### src/rtl/mult_div_unit.sv
// Iterative radix-2 multiply/divide unit producing MIPS HI/LO (MULT, MULTU, DIV, DIVU).
// Optional MTHI/MTLO write port enabled by defining MDU_MTHILO_EN.
module mult_div_unit #(
  parameter int WIDTH = 32,
  parameter int CNT_W = 6
) (
  input  logic             clk,
  input  logic             reset_n,
  input  logic             start,
  input  logic [1:0]       op,
  input  logic [WIDTH-1:0] Input1,
  input  logic [WIDTH-1:0] Input2,
`ifdef MDU_MTHILO_EN
  input  logic             wr_hi,
  input  logic             wr_lo,
  input  logic [WIDTH-1:0] wr_data,
`endif
  output logic             busy,
  output logic             done,
  output logic             div_by_zero,
  output logic [WIDTH-1:0] hi,
  output logic [WIDTH-1:0] lo
);

  typedef enum logic [1:0] {S_IDLE = 2'd0, S_CALC = 2'd1, S_FIX = 2'd2} state_t;

  state_t             r_state;
  state_t             w_next;
  logic [CNT_W-1:0]   r_cnt;
  logic [2*WIDTH:0]   r_acc;
  logic [WIDTH-1:0]   r_opb;
  logic               r_is_div;
  logic               r_dz;
  logic               r_neg_q;
  logic               r_neg_r;
  logic               r_busy;
  logic               r_done;
  logic               r_div_by_zero;
  logic [WIDTH-1:0]   r_hi;
  logic [WIDTH-1:0]   r_lo;

  logic               w_accept;
  logic               w_dz;
  logic               w_a_neg;
  logic               w_b_neg;
  logic [WIDTH-1:0]   w_a_abs;
  logic [WIDTH-1:0]   w_b_abs;
  logic [2*WIDTH:0]   w_acc_init;
  logic [WIDTH:0]     w_add;
  logic [WIDTH:0]     w_shift;
  logic [WIDTH:0]     w_diff;
  logic [2*WIDTH:0]   w_mul_nxt;
  logic [2*WIDTH:0]   w_div_nxt;
  logic [2*WIDTH-1:0] w_prod;
  logic [WIDTH-1:0]   w_quo;
  logic [WIDTH-1:0]   w_rem;

  function automatic logic [WIDTH-1:0] cond_neg(input logic neg, input logic [WIDTH-1:0] v);
    cond_neg = neg ? (~v + {{(WIDTH-1){1'b0}}, 1'b1}) : v;
  endfunction

  function automatic logic [2*WIDTH-1:0] cond_neg2(input logic neg, input logic [2*WIDTH-1:0] v);
    cond_neg2 = neg ? (~v + {{(2*WIDTH-1){1'b0}}, 1'b1}) : v;
  endfunction

  assign busy        = r_busy;
  assign done        = r_done;
  assign div_by_zero = r_div_by_zero;
  assign hi          = r_hi;
  assign lo          = r_lo;

  // Operand conditioning and per-iteration multiply/divide datapath.
  always_comb begin
    w_accept = (r_state == S_IDLE) && start;
    w_dz     = op[1] && (Input2 == {WIDTH{1'b0}});
    w_a_neg  = !op[0] && Input1[WIDTH-1];
    w_b_neg  = !op[0] && Input2[WIDTH-1];
    w_a_abs  = cond_neg(w_a_neg, Input1);
    w_b_abs  = cond_neg(w_b_neg, Input2);
    // Divide-by-zero keeps the raw dividend so HI can return it unmodified.
    if (op[1]) begin
      w_acc_init = {{(WIDTH+1){1'b0}}, (w_dz ? Input1 : w_a_abs)};
    end else begin
      w_acc_init = {{(WIDTH+1){1'b0}}, w_b_abs};
    end
    w_add = {1'b0, r_acc[2*WIDTH-1:WIDTH]} + {1'b0, r_opb};
    if (r_acc[0]) begin
      w_mul_nxt = {1'b0, w_add, r_acc[WIDTH-1:1]};
    end else begin
      w_mul_nxt = {1'b0, r_acc[2*WIDTH:1]};
    end
    w_shift = {r_acc[2*WIDTH-1:WIDTH], r_acc[WIDTH-1]};
    w_diff  = w_shift - {1'b0, r_opb};
    if (!w_diff[WIDTH]) begin
      w_div_nxt = {w_diff, r_acc[WIDTH-2:0], 1'b1};
    end else begin
      w_div_nxt = {w_shift, r_acc[WIDTH-2:0], 1'b0};
    end
    w_prod = cond_neg2(r_neg_q, r_acc[2*WIDTH-1:0]);
    w_quo  = cond_neg(r_neg_q, r_acc[WIDTH-1:0]);
    w_rem  = cond_neg(r_neg_r, r_acc[2*WIDTH-1:WIDTH]);
  end

  // Next-state logic for the IDLE -> CALC -> FIX sequence.
  always_comb begin
    w_next = r_state;
    case (r_state)
      S_IDLE: begin
        if (start) begin
          w_next = w_dz ? S_FIX : S_CALC;
        end else begin
          w_next = S_IDLE;
        end
      end
      S_CALC: begin
        if (r_cnt == CNT_W'(WIDTH-1)) begin
          w_next = S_FIX;
        end else begin
          w_next = S_CALC;
        end
      end
      S_FIX:   w_next = S_IDLE;
      default: w_next = S_IDLE;
    endcase
  end

  // State register.
  always_ff @(posedge clk) begin
    if (!reset_n) begin
      r_state <= S_IDLE;
    end else begin
      r_state <= w_next;
    end
  end

  // Datapath registers, status flags and architectural HI/LO.
  always_ff @(posedge clk) begin
    if (!reset_n) begin
      r_cnt         <= {CNT_W{1'b0}};
      r_acc         <= {(2*WIDTH+1){1'b0}};
      r_opb         <= {WIDTH{1'b0}};
      r_is_div      <= 1'b0;
      r_dz          <= 1'b0;
      r_neg_q       <= 1'b0;
      r_neg_r       <= 1'b0;
      r_busy        <= 1'b0;
      r_done        <= 1'b0;
      r_div_by_zero <= 1'b0;
      r_hi          <= {WIDTH{1'b0}};
      r_lo          <= {WIDTH{1'b0}};
    end else begin
      r_done <= 1'b0;
      case (r_state)
        S_IDLE: begin
          if (w_accept) begin
            r_cnt         <= {CNT_W{1'b0}};
            r_acc         <= w_acc_init;
            r_opb         <= op[1] ? w_b_abs : w_a_abs;
            r_is_div      <= op[1];
            r_dz          <= w_dz;
            r_neg_q       <= w_a_neg ^ w_b_neg;
            r_neg_r       <= w_a_neg;
            r_busy        <= 1'b1;
            r_div_by_zero <= 1'b0;
          end else begin
`ifdef MDU_MTHILO_EN
            if (wr_hi) r_hi <= wr_data;
            if (wr_lo) r_lo <= wr_data;
`endif
          end
        end
        S_CALC: begin
          r_acc <= r_is_div ? w_div_nxt : w_mul_nxt;
          r_cnt <= r_cnt + {{(CNT_W-1){1'b0}}, 1'b1};
        end
        S_FIX: begin
          r_busy <= 1'b0;
          r_done <= 1'b1;
          if (r_dz) begin
            r_hi          <= r_acc[WIDTH-1:0];
            r_lo          <= {WIDTH{1'b1}};
            r_div_by_zero <= 1'b1;
          end else if (r_is_div) begin
            r_hi <= w_rem;
            r_lo <= w_quo;
          end else begin
            r_hi <= w_prod[2*WIDTH-1:WIDTH];
            r_lo <= w_prod[WIDTH-1:0];
          end
        end
        default: begin
          r_busy <= 1'b0;
        end
      endcase
    end
  end

endmodule
### config.mk
export PLATFORM = sky130hd
export DESIGN_NAME = mult_div_unit
export DESIGN_NICKNAME = d
export VERILOG_FILES = /design/src/rtl/mult_div_unit.sv
export SDC_FILE = /design/constraint.sdc
export NUM_CORES = 1
export LEC_CHECK = 0
export ABC_AREA = 1
export BUFFER_PORTS_ARGS = -buffer_cell sky130_fd_sc_hd__buf_2
export CAP_MARGIN = 20
export CORE_MARGIN = 3
export CORE_UTILIZATION = 50
export DETAILED_ROUTE_END_ITERATION = 7
export PLACE_DENSITY = 0.68
export SYNTH_ARGS = -nofsm -noshare
export SYNTH_HDL_FRONTEND = slang
export SYNTH_SLANG_ARGS = --single-unit
### constraint.sdc
create_clock -name clk -period 8.7 [get_ports clk]
set_input_delay 0.435 -clock clk [delete_from_list [all_inputs] [get_ports clk]]
set_output_delay 0.435 -clock clk [all_outputs]
set_load 0.02 [all_outputs]
=== Yosys cells after proc, flatten, opt, wreduce, memory -nomap -nowiden ===
Cells that the tools add are included.

* Word-level logic and storage cells: 75
* Output and inout port bits: 67
* Register bits after elaboration: 176
* Input port bits: 69

* Reduce and logical (&&, ||, !) cells: 13
* Bitwise gates (word level): 7
* $add $sub $neg: 8
* Muxes and demuxes: 29
* Equal/unequal tests: 5

{| class="wikitable"
|+ Operators with widths
! cell !! number
|-
| two-way mux 32 bit || 11
|-
| two-way mux 65 bit || 3
|-
| one-hot mux 65 bit (2 select lines) || 1
|-
| adder 32 x 1 -> 32 bit, second input constant || 4
|-
| two-way mux 64 bit || 2
|-
| NOT 32 bit || 4
|-
| adder 64 x 1 -> 64 bit, second input constant || 1
|-
| NOT 64 bit || 1
|-
| adder 32 x 32 -> 33 bit || 1
|-
| subtractor 33 x 32 -> 33 bit || 1
|-
| logical NOT 32 bit || 1
|-
| one-hot mux 6 bit (2 select lines) || 1
|-
| adder 6 x 1 -> 6 bit, second input constant || 1
|-
| == test 6 x 5 -> 1 bit, second input constant || 1
|-
| two-way mux 2 bit || 3
|-
| two-way mux 6 bit || 1
|-
| AND reduction 2 bit || 3
|-
| logical AND 1 bit || 4
|-
| two-way mux 1 bit || 4
|-
| != test 2 bit, second input constant || 2
|-
| one-hot mux 1 bit (2 select lines) || 2
|-
| one-hot mux 2 bit (2 select lines) || 1
|-
| nonzero test 2 bit || 2
|-
| AND reduction 3 bit || 1
|-
| 6 further kinds || 6
|}

=== Depth between registers and ports, before layout ===
* Word-level depth: 7
* Gate-level depth with buffers: 21
* Mapped depth without buffers: 19

=== Worst setup path before layout ===
Ideal clock, no wire load.

* Kind: reg2reg
* Start: register r_acc[31]
* End: register r_acc[38]
* Arrival time: 2.839 ns
* Data required time: 8.568 ns
* Cell stages (with the launch flop): 22
* Library setup time: 0.132 ns
* Period minus slack after synthesis: 2.971 ns
* Path buffers: 2
* Slack: 5.729 ns
* Cells stage by stage: dfxtp_1 > inv_1 > ha_1 > fa_1 > inv_1 > nand2_1 > nand3b_1 > nand2_1 > nand2_1 > nand2_1 > nand2_1 > a21oi_1 > o21bai_1 > ha_1 > clkbuf_1 > inv_1 > clkbuf_1 > a21oi_1 > o21ai_0 > nand2_1 > nand2_1 > a21oi_1

* Longest elaborated chain between the ends: 4

{| class="wikitable"
|+ RTL lines
! what !! line !! source
|-
| start: declaration || 30 || <nowiki>logic [2*WIDTH:0] r_acc;</nowiki>
|-
| start signal: assignment || 140 || <nowiki>r_acc <= {(2*WIDTH+1){1'b0}};</nowiki>
|-
| start signal: assignment || 157 || <nowiki>r_acc <= w_acc_init;</nowiki>
|-
| start signal: assignment || 173 || <nowiki>r_acc <= r_is_div ? w_div_nxt : w_mul_nxt;</nowiki>
|-
| subtractor 33 x 32 -> 33 bit || 93 || <nowiki>w_diff = w_shift - {1'b0, r_opb};</nowiki>
|-
| two-way mux 65 bit || 94 || <nowiki>if (!w_diff[WIDTH]) begin</nowiki>
|-
| two-way mux 65 bit || 173 ||
|-
| one-hot mux 65 bit (2 select lines) || 153 || <nowiki>case (r_state)</nowiki>
|}

Every way passes these cells.
A chain may end at the register's enable or synchronous reset.

=== Final worst setup path ===
* Start: register r_acc[32]
* End: register r_acc[38]

* Longest elaborated chain between the ends: 4
* Elaborated cells between the ends (all ways): 6
* Those cells by class: 2 x add/sub; 4 x mux

{| class="wikitable"
|+ RTL lines
! what !! line
|-
| subtractor 33 x 32 -> 33 bit / adder 32 x 32 -> 33 bit (equally long branches) || 93, 86
|-
| two-way mux 65 bit / two-way mux 64 bit (equally long branches) || 94, 87
|-
| two-way mux 65 bit * || 173
|-
| one-hot mux 65 bit (2 select lines) * || 153
|}

Every way passes the cells marked *; elsewhere a longest branch is shown, timed or not.

==> run metrics <==
Clock Tree Root clkbuf_16; initial antenna violation count 1; post-route setup slack 4.53 ns; async set-reset flop share out of synthesis 0%; Total GRT Usage 39.4%; Sinks on Clock Net 176; Max Slew Vio Count 0; Hold Vio Cnt, Final 0; combinational share of power 42.7%; H-tree Lvls 4; NumNets Final 3,441; Sw Share 46.6%; area leader, netlist nand2_1; Distinct cells, synth 48; Post-Syn Nets between 3,000 and 4,000; clk_lat worst skew 0.46 ns; worst vdd ir 0.107 mV; EDFF count, synth 0; clock skew 0.0187 ns; area grow syn2layout 8.07%; die area 38,300 sq um; pin count of the biggest net entering global routing roughly 90; Final Core Density 55.6%; Site Rows 68; Worst setup SP type register; Power Internal 1600 uW; fillers 3,674; critical path class register to register; Die Ht 196 um; Initial DRC Count around 3,300; fin crit share 47.9%; final non-filler cell total 3,767; post-route ant nets 0; n_diodes 0; Avg Cell Area, Syn 5.52 sq um; worst-margin pin slew about 1.0 ns; Tmin final 4.17 ns; IO Port Bufs 135; Synth Flop Type dfxtp_1; dpl cells around 3,700; largest cells by area after synthesis nand2_1, dfxtp_1, inv_1, a21oi_1, nand3_1; clock power share between 20 and 30%; Power Total 3010 uW; most common cell after layout, fill and taps aside nand2_1; global-route wire length before repair 118,000 um; CTS max path bufs 2; fmax 240 MHz; post-synthesis sequential area ratio 19.6%; DR WL/cell 20.8 um; GPL Wtd Cong 1.09; pwr dens 155 nW/um^2; Place WS around 4.7 ns; Synth Instances 3,259; sw power between 1000 and 1500 uW; status finished clean; hold-fix buffers at CTS 0; Max-Cap Viols 0; post-CTS setup repair buffer count 0; Die Width 196 um; DRT Wirelength 78,300 um; Ys Warns 0; Post-Route Setup TNS 0 ns; drt pass-1 iters 7; CP Max Fanout 41; vias in the first global route roughly 20,000; Mapped Area 18,000 sq um; Core ar. 35,000 sq um; DRC 0; Final setup viols 0; num ports around 140; initial core utilization roughly half; Worst Setup End Kind register; total CTS buffers 17; sequential share of power 30.3%; overall via count from detail_route 22,400; HPWL after DPL 62,200 um; post_cts resized 0; Static Leak 0.0102 uW; unrepaired setup endpoints after global routing no; drt via density roughly 6; TritonCTS clock tree built; WP data required 9.08 ns; total grt overflow 0; Worst Hold Class primary input to register; CTS clk-pin slew, worst paths 0.08 ns; FF+latch count, synth roughly 180; WP data arrival 4.54 ns; Slew headroom between 30 and 40%; layout cells sized above 1 7.04%; top-area cell type share of the netlist area 21.9%; most frequent cells in the layout nand2_1, inv_1, a21oi_1, nand3_1, nor2_1
-- registers in the layout (all words and copies together) (netlist names), 2 cells and up --
signal	flops
r_acc	65
hi	32
lo	32
r_opb	32
r_cnt	6
r_state	2
-- through the flow --
stage               hold slack [ns]  instance area (sq um)
floorplan                     0.434                  18000
global placement              0.434                  18900
detailed placement            0.442                  18900
CTS                           0.284                  19400
global route                  0.291                  19400
finish                        0.282                  19400
-- cells in the mapped netlist (7+ instances only) --
cell type / number
xnor2_1: 18
nor3_1: 24
xor2_1: 72
clkbuf_1: 90
nor2_1: 262
a21oi_1: 315
a22oi_1: 7
nand3_1: 268
o21ai_1: 8
ha_1: 70
nand2_1: 1051
inv_1: 475
a31oi_1: 10
buf_1: 21
dfxtp_1: 176
nor2_2: 12
o21bai_1: 7
nand4_1: 25
o221ai_1: 35
o21ai_0: 178
nand3b_1: 19
o211ai_1: 25
buf_2: 17
o22ai_1: 10
-- metal layers --
layer,global-route usage [%],share of wire [%]
met3,9.74,14
met4,16.5,4.7
met1,56.4,41
met2,56.3,40
met5,0,0.013
-- final timing paths --
path	depth (start not counted)	slack [ns]	start	end
worst min register to register	2	0.45	busy	busy
worst max-delay path	19	4.53	r_acc[32]	r_acc[38]
worst min-delay path	3	0.28	start	busy
worst max register to register	19	4.53	r_acc[32]	r_acc[38]
-- cell families (layout without fill, tap and decap cells) --
group           Yosys count  after routing  synth area share (%)
fa+ha+maj                72             72                  5.09
xor+xnor                 90             90                  4.38
compound gates          618            618                  19.1
simple gates           1687           1687                  38.7
buf+inv                 616            669                  13.2
flops                   176            176                  19.6
-- power by group through the flow --
stage	clock [uW]	combinational [uW]	sequential (uW)
floorplan	0	832	894
global placement	0	1220	920
detailed placement	0	1230	923
CTS	806	1230	904
global route	835	1390	912
finish	812	1280	910
-- area by class of cell --
cell class | count | area [sq um] | share of cell area (%)
multi-input cells | 2467 | 12100 | 62.3
flip-flops and latches | 176 | 3520 | 18.1
inverters | 482 | 1810 | 9.31
repair buffers | 156 | 833 | 4.29
well taps | 455 | 569 | 2.93
clock buffers | 17 | 425 | 2.19
clock inverters | 14 | 166 | 0.856
-- critical path: stages, from the launching register on --
cell	delay, ns
dfxtp_1	0.52
inv_1	0.18
fa_1	0.48
inv_1	0.17
nand2_1	0.07
nand3b_1	0.15
nand2_1	0.08
nand2_1	0.17
nand2_1	0.10
nand2_1	0.10
a21oi_1	0.07
o21bai_1	0.15
ha_1	0.81
inv_1	0.10
buf_4	0.30
a21oi_1	0.18
o21ai_0	0.09
nand2_1	0.09
nand2_1	0.05
a21oi_1	0.18
Power figures use the tool's default switching activity.
